$ cat config.mk
export PLATFORM = sky130hd
export DESIGN_NAME = instruction_fetch_flat
export DESIGN_NICKNAME = d
export VERILOG_FILES = /design/src/rtl/instruction_fetch_if.sv /design/src/rtl/instruction_fetch.sv /design/src/flat_wrapper.sv
export SDC_FILE = /design/constraint.sdc
export NUM_CORES = 1
export LEC_CHECK = 0
export BUFFER_PORTS_ARGS = -buffer_cell sky130_fd_sc_hd__buf_2
export CAP_MARGIN = 20
export CORE_MARGIN = 2
export CORE_UTILIZATION = 45
export DETAILED_ROUTE_END_ITERATION = 12
export PLACE_DENSITY_LB_ADDON = 0.15
export SLEW_MARGIN = 20
export SYNTH_ARGS = -nofsm -noshare
export SYNTH_HDL_FRONTEND = slang
export SYNTH_SLANG_ARGS = --single-unit
$ cat constraint.sdc
create_clock -name clk -period 3.9 [get_ports clk]
set_input_delay 0.39 -clock clk [delete_from_list [all_inputs] [get_ports clk]]
set_output_delay 0.39 -clock clk [all_outputs]
set_load 0.005 [all_outputs]
$ cat src/rtl/instruction_fetch_if.sv
// Fetch-unit bus bundle: ROM read port, redirect input and the
// valid/ready instruction stream toward decode.
interface instruction_fetch_if;
  logic [31:0] rom_addr;
  logic [31:0] rom_data;
  logic        redirect_valid;
  logic [31:0] redirect_pc;
  logic        inst_valid;
  logic        inst_ready;
  logic [31:0] inst_data;
  logic [31:0] inst_pc;

  // fetch unit side
  modport master (
    output rom_addr,
    input  rom_data,
    input  redirect_valid,
    input  redirect_pc,
    output inst_valid,
    input  inst_ready,
    output inst_data,
    output inst_pc
  );

  // ROM / decode / branch-unit side
  modport slave (
    input  rom_addr,
    output rom_data,
    output redirect_valid,
    output redirect_pc,
    input  inst_valid,
    output inst_ready,
    input  inst_data,
    input  inst_pc
  );
endinterface

$ cat src/rtl/instruction_fetch.sv
// Instruction fetch: sequential PC generator reading a combinational ROM,
// feeding a 2-entry {pc, word} skid FIFO toward decode. A redirect flushes
// the FIFO and restarts fetch at the (word aligned) target on the next edge.
module instruction_fetch #(
  parameter logic [31:0] RESET_PC = 32'h0000_0000
) (
  input  logic              clk,
  input  logic              rst_n,
  instruction_fetch_if.master bus
);

  typedef struct packed {
    logic [31:0] pc;
    logic [31:0] word;
  } entry_t;

  // fetch PC is kept as a word address; the byte offset is always zero
  localparam logic [29:0] RESET_WA = RESET_PC[31:2];

  logic [29:0]      fetch_wa_q;
  entry_t [1:0]     fifo_q;
  logic [1:0]       count_q;

  logic             pop;
  logic             push;
  logic [1:0]       wr_idx;
  entry_t           tail_in;
  logic [29:0]      redirect_wa;
  logic [1:0]       unused_redirect_lsb;

  assign redirect_wa         = bus.redirect_pc[31:2];
  assign unused_redirect_lsb = bus.redirect_pc[1:0];

  assign bus.rom_addr   = {fetch_wa_q, 2'b00};
  assign bus.inst_valid = (count_q != 2'd0);
  assign bus.inst_pc    = fifo_q[0].pc;
  assign bus.inst_data  = fifo_q[0].word;

  // a pop in a redirect cycle still retires the head; only the push is blocked
  assign pop  = bus.inst_valid & bus.inst_ready;
  assign push = ~bus.redirect_valid & ((count_q != 2'd2) | pop);

  // tail slot after the head (if any) has shifted out
  assign wr_idx  = count_q - {1'b0, pop};
  assign tail_in = '{pc: bus.rom_addr, word: bus.rom_data};

  // fetch PC: reset > redirect > sequential advance (wraps mod 2^32)
  always_ff @(posedge clk) begin
    if (!rst_n)
      fetch_wa_q <= RESET_WA;
    else if (bus.redirect_valid)
      fetch_wa_q <= redirect_wa;
    else if (push)
      fetch_wa_q <= fetch_wa_q + 30'd1;
  end

  // occupancy: flushed by reset or redirect, otherwise +push -pop
  always_ff @(posedge clk) begin
    if (!rst_n || bus.redirect_valid)
      count_q <= 2'd0;
    else begin
      case ({push, pop})
        2'b10:   count_q <= count_q + 2'd1;
        2'b01:   count_q <= count_q - 2'd1;
        default: count_q <= count_q;
      endcase
    end
  end

  // FIFO payload: shift head out on pop, then write the new word at the tail
  always_ff @(posedge clk) begin
    if (rst_n && !bus.redirect_valid) begin
      if (pop)
        fifo_q[0] <= fifo_q[1];
      if (push)
        fifo_q[wr_idx[0]] <= tail_in;
    end
  end

endmodule

$ cat src/flat_wrapper.sv
// flat-port wrapper written by rule: the top's interface ports become plain ports
module instruction_fetch_flat 
#(
  parameter logic [31:0] RESET_PC = 32'h0000_0000
)
  (clk, rst_n, bus_rom_addr, bus_rom_data, bus_redirect_valid, bus_redirect_pc, bus_inst_valid, bus_inst_ready, bus_inst_data, bus_inst_pc);
  instruction_fetch_if bus_i ();
  input  logic clk;
  input  logic rst_n;
  output wire logic [$bits(bus_i.rom_addr)-1:0] bus_rom_addr;
  input wire logic [$bits(bus_i.rom_data)-1:0] bus_rom_data;
  input wire logic [$bits(bus_i.redirect_valid)-1:0] bus_redirect_valid;
  input wire logic [$bits(bus_i.redirect_pc)-1:0] bus_redirect_pc;
  output wire logic [$bits(bus_i.inst_valid)-1:0] bus_inst_valid;
  input wire logic [$bits(bus_i.inst_ready)-1:0] bus_inst_ready;
  output wire logic [$bits(bus_i.inst_data)-1:0] bus_inst_data;
  output wire logic [$bits(bus_i.inst_pc)-1:0] bus_inst_pc;
  assign bus_rom_addr = bus_i.rom_addr;
  assign bus_i.rom_data = bus_rom_data;
  assign bus_i.redirect_valid = bus_redirect_valid;
  assign bus_i.redirect_pc = bus_redirect_pc;
  assign bus_inst_valid = bus_i.inst_valid;
  assign bus_i.inst_ready = bus_inst_ready;
  assign bus_inst_data = bus_i.inst_data;
  assign bus_inst_pc = bus_i.inst_pc;
  instruction_fetch #(.RESET_PC(RESET_PC)) u_core (.clk(clk), .rst_n(rst_n), .bus(bus_i));
endmodule
==> results of run 1 <==
[power by group through the flow]
| stage | Clock, mW | Combinational (mW) | Sequential [mW] |
|---|---|---|---|
| floorplan | 0 | 0.260 | 2.00 |
| CTS | 1.77 | 0.357 | 1.98 |
| finish | 1.74 | 0.351 | 1.98 |
| global route | 1.84 | 0.395 | 1.99 |
| detailed placement | 0 | 0.356 | 2.02 |
| global placement | 0 | 0.347 | 2.01 |
[metal layers]
metal	up-vias	wire length, um	GRT usage
li1	2489	-	-
met5	-	0	0
met4	0	221	0.0638
met2	188	7890	0.308
met3	18	1190	0.0529
met1	2410	7430	0.245
[worst max-delay path, stage by stage, from the launching register on]
cell	delay, ps
dfxtp_1	390
or2_1	340
nand2_4	350
buf_4	690
mux2i_1	280
o21ai_0	90
[sequential cells by signal (all words and copies together), names as in the netlist]
register,count
u_core.fifo_q,62
u_core.bus.inst_pc,32
u_core.bus.inst_data,32
u_core.fetch_wa_q,30
u_core.count_q,2
[cell usage in the layout, fill, tap and decap left out, types with 9 or more instances in the layout]
cell type,synthesis,routed
a21oi_1,12,12
buf_2,12,160
clkbuf_16,0,17
dfxtp_1,32,32
edfxtp_1,126,126
mux2i_1,62,62
nand2_1,83,83
nand3_1,13,13
nand4_1,9,9
nor2_1,10,9
o21ai_0,86,86
xnor2_1,10,10
[path summary, 6_finish.rpt]
kind / start / endpoint / slack [ps] / cells after the start
setup reg to reg: u_core.count_q[0] / u_core.bus.inst_pc[18] / 1450 / 5
setup / recovery: u_core.count_q[0] / u_core.bus.inst_pc[18] / 1450 / 5
hold / removal: bus_rom_data[10] / u_core.fifo_q[74] / 160 / 1
hold reg to reg: u_core.count_q[1] / u_core.count_q[1] / 540 / 2
[cell usage after synthesis (all sizes together) (2+ instances only)]
library cell | count | area share
or2 | 3 | 0.0025
o211ai | 4 | 0.0040
inv | 7 | 0.0035
buf | 80 | 0.076
nand2 | 84 | 0.042
or4 | 8 | 0.0085
o31ai | 4 | 0.0040
clkbuf | 21 | 0.012
nand2b | 3 | 0.0025
a211oi | 3 | 0.0030
edfxtp | 126 | 0.50
o21ai | 88 | 0.059
ha | 2 | 0.0033
nand4 | 11 | 0.011
and4 | 4 | 0.0047
and3 | 6 | 0.0053
or3 | 3 | 0.0027
xnor2 | 10 | 0.012
nand3 | 13 | 0.0086
a21oi | 13 | 0.0091
nor2 | 10 | 0.0050
o211a | 3 | 0.0040
and2 | 3 | 0.0027
mux2i | 62 | 0.083
dfxtp | 32 | 0.085
xor2 | 4 | 0.0047
nor3 | 5 | 0.0033
nor4 | 8 | 0.0067
a31oi | 7 | 0.0058
nor3b | 5 | 0.0057
[kinds of logic (layout without fill, tap and decap cells)]
kind of cell | count (synthesis) | count (layout) | synth area share
xor+xnor | 14 | 14 | 0.0163
simple gates | 172 | 172 | 0.118
mux | 63 | 63 | 0.0840
fa+ha+maj | 2 | 2 | 0.00333
buf+inv | 111 | 206 | 0.0943
flops | 158 | 158 | 0.588
compound gates | 128 | 128 | 0.0955
other cells | 1 | 2 | 0.000499
[metrics by stage]
step | setup WS [ps] | area [sq um]
floorplan | 941 | 7530
global placement | 1470 | 8010
detailed placement | 1390 | 8010
CTS | 1420 | 8630
global route | 1290 | 8630
finish | 1450 | 8630
[layout make-up]
class / instances / share of cell area
clock inverter: 15 / 0.0223
inverter: 8 / 0.00362
tap: 220 / 0.0319
timing repair buffer: 166 / 0.101
clock buffer: 17 / 0.0493
sequential: 158 / 0.513
multi-input combinational: 381 / 0.279
==> results.md, run 1 <==
- Synth unique cells: 60
- Max Slew Vio Count: 0
- Pwr per Cell Area: between 400 and 500 nW/um^2
- Final hold vios: 0
- Dpl cells: slightly above 900
- Die W: between 100 and 150 um
- Via density: between 5 and 6
- Initial antenna violation count: 0
- Nets: around 800
- Largest fanout on the critical path: 42
- Num rows: 47
- Max-Cap Viols: 0
- Clock share of power: 0.427
- Non-Filler Instances: between 900 and 1000
- Setup-violating endpoint count in the final report: 0
- CTS Hold Bufs: 0
- Clk buf depth: 2
- Number of H-tree levels: 4
- Register bit count reported by yosys: 158
- IO Pins: roughly 170
- Share of layout cells above drive strength 1: 0.285
- Initial Utilization: 0.457
- Remaining Overflow, GRT: 0
- Leakage: 3.60 nW
- Vias in the first global route: approximately 4900
- Switching Fraction: 0.230
- CORE AREA: approximately 16000 sq um
- Slew of the pin with the lowest slew margin: about 750 ps
- Synth-to-layout area growth: 14.8%
- Worst path required time: roughly 4000 ps
- Synth Warn #: 0
- Seq pwr share: 0.487
- Clock Sinks: between 150 and 200
- RSZ-0062 raised after global routing: no
- Number of enable flip-flop cells after synthesis: ~130
- Post-synthesis instance area: 7520 sq um
- Detailed-router iteration count before antenna repair: 5
- Max_slew headroom: 0.503
- Port Buf Inserts: 160
- Setup crit start kind: flip-flop
- CTS Buf Count: 17
- CP arrival: ~2600 ps
- Comb pwr share: 0.086
- # diodes: 0
- Gate Count Post-Synth: about 650
- RePlAce Congestion: just over 0.8
- Final min period: 2450 ps
- Root Buffer Master: clkbuf_16
- Global Route Usage Sum: 0.189
- DP HPWL: 11.0 mm
- Layout fillers: between 1000 and 1500
- Synth Area per Inst: around 12 sq um
- Wire length per cell: 17.3 um
- Status: finished, final reports clean
- Die height: between 100 and 150 um
- DRT antenna net count: 0
- Latest clock arrival within the worst-skew pair: roughly 420 ps
- Critical setup path kind: flip-flop to flip-flop
- Net Switching: about 940 uW
- Layout Utilization: 0.524
- Footprint of the multi-input gates: roughly 2400 sq um
- Worst hold slack: about 160 ps
- Seq/Total Area, Yosys: 0.588
- Worst Setup End Kind: flip-flop
- Number of gates resized after cts: 0
- CTS clk-pin slew, worst paths: ~60 ps
- Die Footprint: approximately 18000 sq um
- First-pass GRT wire length: 26.2 mm
- FMAX: 409 MHz
- Worst min-delay path category: input port to flip-flop
- Seq. cell area: between 4000 and 5000 sq um
- Initial DRC count: approximately 330
- Internal power: roughly 3.1 mW
- DRT Wirelength: 16.7 mm
- Drc violations: 0
- Post-CTS setup buffers: 0
- Vias: around 5100
- Setup_tns: 0 ps
- CTS tree: done
- Max VDD drop: around 0.3 mV
- Worst Skew: around 8.7 ps
- Largest net degree at the start of global routing: 81
- Post-layout power: slightly above 4 mW
- FFs w/ async S/R, synth: 0
- Ys flop type: edfxtp_1
- Part of the cycle the worst path needs: 0.628
No activity file was read; power rests on OpenSTA's default activity.
==> inputs of run 2 (changes only) <==
ABC_AREA = 1   (was not set)
clock period = 1.98 ns   (was 3.9 ns; I/O delays follow)
==> run 2 against run 1 <==
Global-route usage increased by 2.0 points. Power grew 94%. Flip-flop and latch count unchanged. Highest routed layer unchanged. First-iteration DRC count up 18%. Synthesized cell count increased by 31%. Via count up 21%.
==> results.md, run 2 <==
- DRT Wirelength: 18.6 mm (+11%)
- Comb pwr share: 0.112 (+0.026)
- Register bit count reported by yosys: 158 (unchanged)
- GRT met2 Usage: 0.338 (+0.0291)
- Vias in the first global route: 5811 (+18%)
- Net Switching: 1.95 mW (+110%)
- DP HPWL: 12.2 mm (+10%)
- Post-synthesis instance area: 7710 sq um (+2.5%)
- Worst Hold Launch: bus_redirect_pc[3]
- CORE AREA: 16600 sq um (+1.1%)
- Switching Fraction: 0.246 (+0.0160)
- Die Footprint: 18200 sq um (+2.4%)
- Slowest CP cell: dfxtp_1
- Port Buf Inserts: 160 (unchanged)
- # diodes: 0 (unchanged)
- Initial DRC count: 393 (+18%)
- Largest fanout on the critical path: 6 (-86%)
- Part of the cycle the worst path needs: 0.883 (+0.256)
- Setup crit start kind: flip-flop
- First-pass GRT wire length: 29.7 mm (+14%)
- Synth-to-layout area growth: 20.3%
- Synth Warn #: 0 (unchanged)
- Synth top cells by count: 246 x nand2_1, 126 x edfxtp_1, 122 x nor2_1
- Worst Skew: 9.94 ps (+1.27 ps)
- Max_slew headroom: 0.666 (+0.163)
- Layout Utilization: 0.557 (+0.0332)
- Worst hold stages: 3 (+2)
- Worst R2R Path Depth: 10 (+5)
- Layout fillers: 1505 (+1.8%)
- Wire length per cell: 15.4 um (-11%)
- Share of layout cells above drive strength 1: 0.232 (-0.0529)
- Vias: 6174 (+21%)
- CP dominant cell by count: nand2_1
- Max Slew Vio Count: 0 (unchanged)
- Clk buf depth: 2 (unchanged)
- Ys flop type: edfxtp_1
- Worst path max stage delay: 420 ps (-270 ps)
- RSZ-0062 raised after global routing: yes
- Final hold vios: 0 (unchanged)
- Worst path required time: 2280 ps (-1760 ps)
- Num rows: 47 (unchanged)
- GRT met3 Usage: 0.0413 (-0.0116)
- CP top delay family: simple AND/OR/NAND/NOR gates
- Synth Area per Inst: 9.06 sq um (-22%)
- FFs w/ async S/R, synth: 0 (unchanged)
- Synth unique cells: 30 (-50%)
- Seq/Total Area, Yosys: 0.574 (-0.0144)
- Via density: 5.09 (-3.8%)
- Reg-to-reg slack, setup: 230 ps (-1220 ps)
- Clock Sinks: 158 (unchanged)
- Seq pwr share: 0.494 (+0.007)
- CTS tree: done
- Die height: 135 um (+1.2%)
- CP Buf/Inv Count: 0 (-1)
- Initial Utilization: 0.463 (+0.00651)
- M1 GR Usage: 0.289 (+0.0443)
- Worst min-delay path category: input port to flip-flop
- Commonest non-fill, non-tap cells in the layout: 245 x nand2_1, 160 x buf_2, 126 x edfxtp_1, 119 x nor2_1, 69 x a31oi_1
- Gate Count Post-Synth: 851 (+31%)
- Nets: 1050 (+31%)
- Critical setup path kind: flip-flop to flip-flop
- Post-synth top area share: 0.491 (-0.0123)
- Clock share of power: 0.394 (-0.033)
- Remaining Overflow, GRT: 0 (unchanged)
- Initial antenna violation count: 0 (unchanged)
- Largest register by flop count: u_core.fifo_q
- Drc violations: 0 (unchanged)
- CP arrival: 2040 ps (-550 ps)
- Largest net degree at the start of global routing: 66 (-19%)
- CP Cell Sequence: ha_1 -> nand2_1 -> nor2_1 -> nand2_1 -> nor2_1 -> nand2_1 -> nand2_1 -> nand3_1 -> nand2_1 -> a21oi_1
- RePlAce Congestion: 0.884 (+9.0%)
- Global Route Usage Sum: 0.209 (+0.0197)
- Latest clock arrival within the worst-skew pair: 410 ps (about the same)
- Pwr per Cell Area: 853 nW/um^2 (+81%)
- CTS Buf Count: 17 (unchanged)
- Number of enable flip-flop cells after synthesis: 126 (unchanged)
- Leakage: 3.72 nW (+3.2%)
- Setup-violating endpoint count in the final report: 0 (unchanged)
- Number of H-tree levels: 4 (unchanged)
- Worst r2r src: u_core.fetch_wa_q[0]
- Max reg flops: 62 (unchanged)
- Die W: 135 um (+1.2%)
- Root Buffer Master: clkbuf_16
- Synth area leaders: edfxtp_1 49%, nand2_1 12%, dfxtp_1 8.3%
- Count leader, synth: nand2_1
- FMAX: 572 MHz (+40%)
- Detailed-router iteration count before antenna repair: 5 (unchanged)
- Final min period: 1750 ps (-699 ps)
- End of the worst hold path: u_core.fetch_wa_q[1]
- Setup_tns: 0 ps (unchanged)
- Worst Setup End Kind: flip-flop
- Internal power: 5.97 mW (+90%)
- R2r endpoint: u_core.fetch_wa_q[28]
- Most common cell after layout, fill and taps aside: nand2_1
- DRT antenna net count: 0 (unchanged)
- CTS clk-pin slew, worst paths: 60 ps (about the same)
- IO Pins: 165 (unchanged)
- Post-CTS setup buffers: 0 (unchanged)
- Slew of the pin with the lowest slew margin: 501 ps (-245 ps)
- Max-Cap Viols: 0 (unchanged)
- Status: finished, final reports clean
- Gr busiest metal: met2
- Max VDD drop: 0.605 mV (+110%)
- Leading area contributor after synthesis: edfxtp_1
[run 2: worst max path at each step]
| stage | startpoint | depth (start not counted) | to | slack [ps] |
|---|---|---|---|---|
| floorplan | rst_n | 5 | u_core.fifo_q[100] | -870 |
| global placement | u_core.fetch_wa_q[0] | 10 | u_core.fetch_wa_q[20] | 240 |
| detailed placement | u_core.fetch_wa_q[0] | 10 | u_core.fetch_wa_q[20] | 220 |
| CTS | u_core.fetch_wa_q[0] | 8 | u_core.fetch_wa_q[16] | 210 |
| global route | u_core.fetch_wa_q[0] | 10 | u_core.fetch_wa_q[20] | -8 |
| finish | u_core.fetch_wa_q[0] | 10 | u_core.fetch_wa_q[28] | 230 |
[run 2: cell families (layout without fill, tap and decap cells)]
logic type,Yosys count,count (layout),share of synthesized area
compound gates,114,114,0.0907
buf+inv,149,290,0.110
flops,158,158,0.574
other cells,1,2,0.000486
simple gates,422,422,0.216
fa+ha+maj,2,2,0.00324
xor+xnor,5,5,0.00568
[run 2: cell type report]
| cell class | instances | area, sq um | share of cell area |
|---|---|---|---|
| flip-flops and latches | 158 | 4420 | 0.477 |
| repair buffers | 214 | 1360 | 0.147 |
| multi-input cells | 545 | 2470 | 0.267 |
| clock buffers | 22 | 495 | 0.0534 |
| clock inverters | 10 | 76.3 | 0.00823 |
| well taps | 220 | 275 | 0.0297 |
| inverters | 44 | 170 | 0.0183 |
[run 2: what timing repair did]
action / in CTS / in global routing
setup endpoints to repair: 0 / 4
hold buffers: 32 / 0
gates resized for setup: 0 / 2
hold endpoints to repair: 32 / 0
[run 2: worst min-delay path: cells and delay by family]
family / cells / cell delay (ps)
AOI/OAI and AO/OA: 1 / 70
buffers and inverters: 1 / 100
and+or+nand+nor: 1 / 50
[run 2: through the flow]
step                setup WS, ps  hold slack, ps  instances  cell area [sq um]  total power, mW
detailed placement           220             394       1149               8380             4.82
finish                       231            56.0       1213               9280             7.92
floorplan                   -872             297        852               7760             4.54
global route               -8.06            53.6       1213               9280             8.26
global placement             245             392       1149               8380             4.80
CTS                          207            36.3       1213               9270             7.99
[run 2: metal layers]
metal,share of wire,up-vias
met2,0.47,238
met1,0.46,2843
li1,-,3072
met4,0.011,0
met3,0.065,21
met5,0,-
[run 2: power groups by stage]
stage / logic [mW] / clock network [mW] / registers, mW
5_1_grt: 0.993 / 3.33 / 3.94
3_5_place_dp: 0.837 / 0 / 3.98
3_3_place_gp: 0.822 / 0 / 3.98
2_1_floorplan: 0.584 / 0 / 3.96
4_1_cts: 0.890 / 3.18 / 3.91
6_report: 0.883 / 3.12 / 3.91
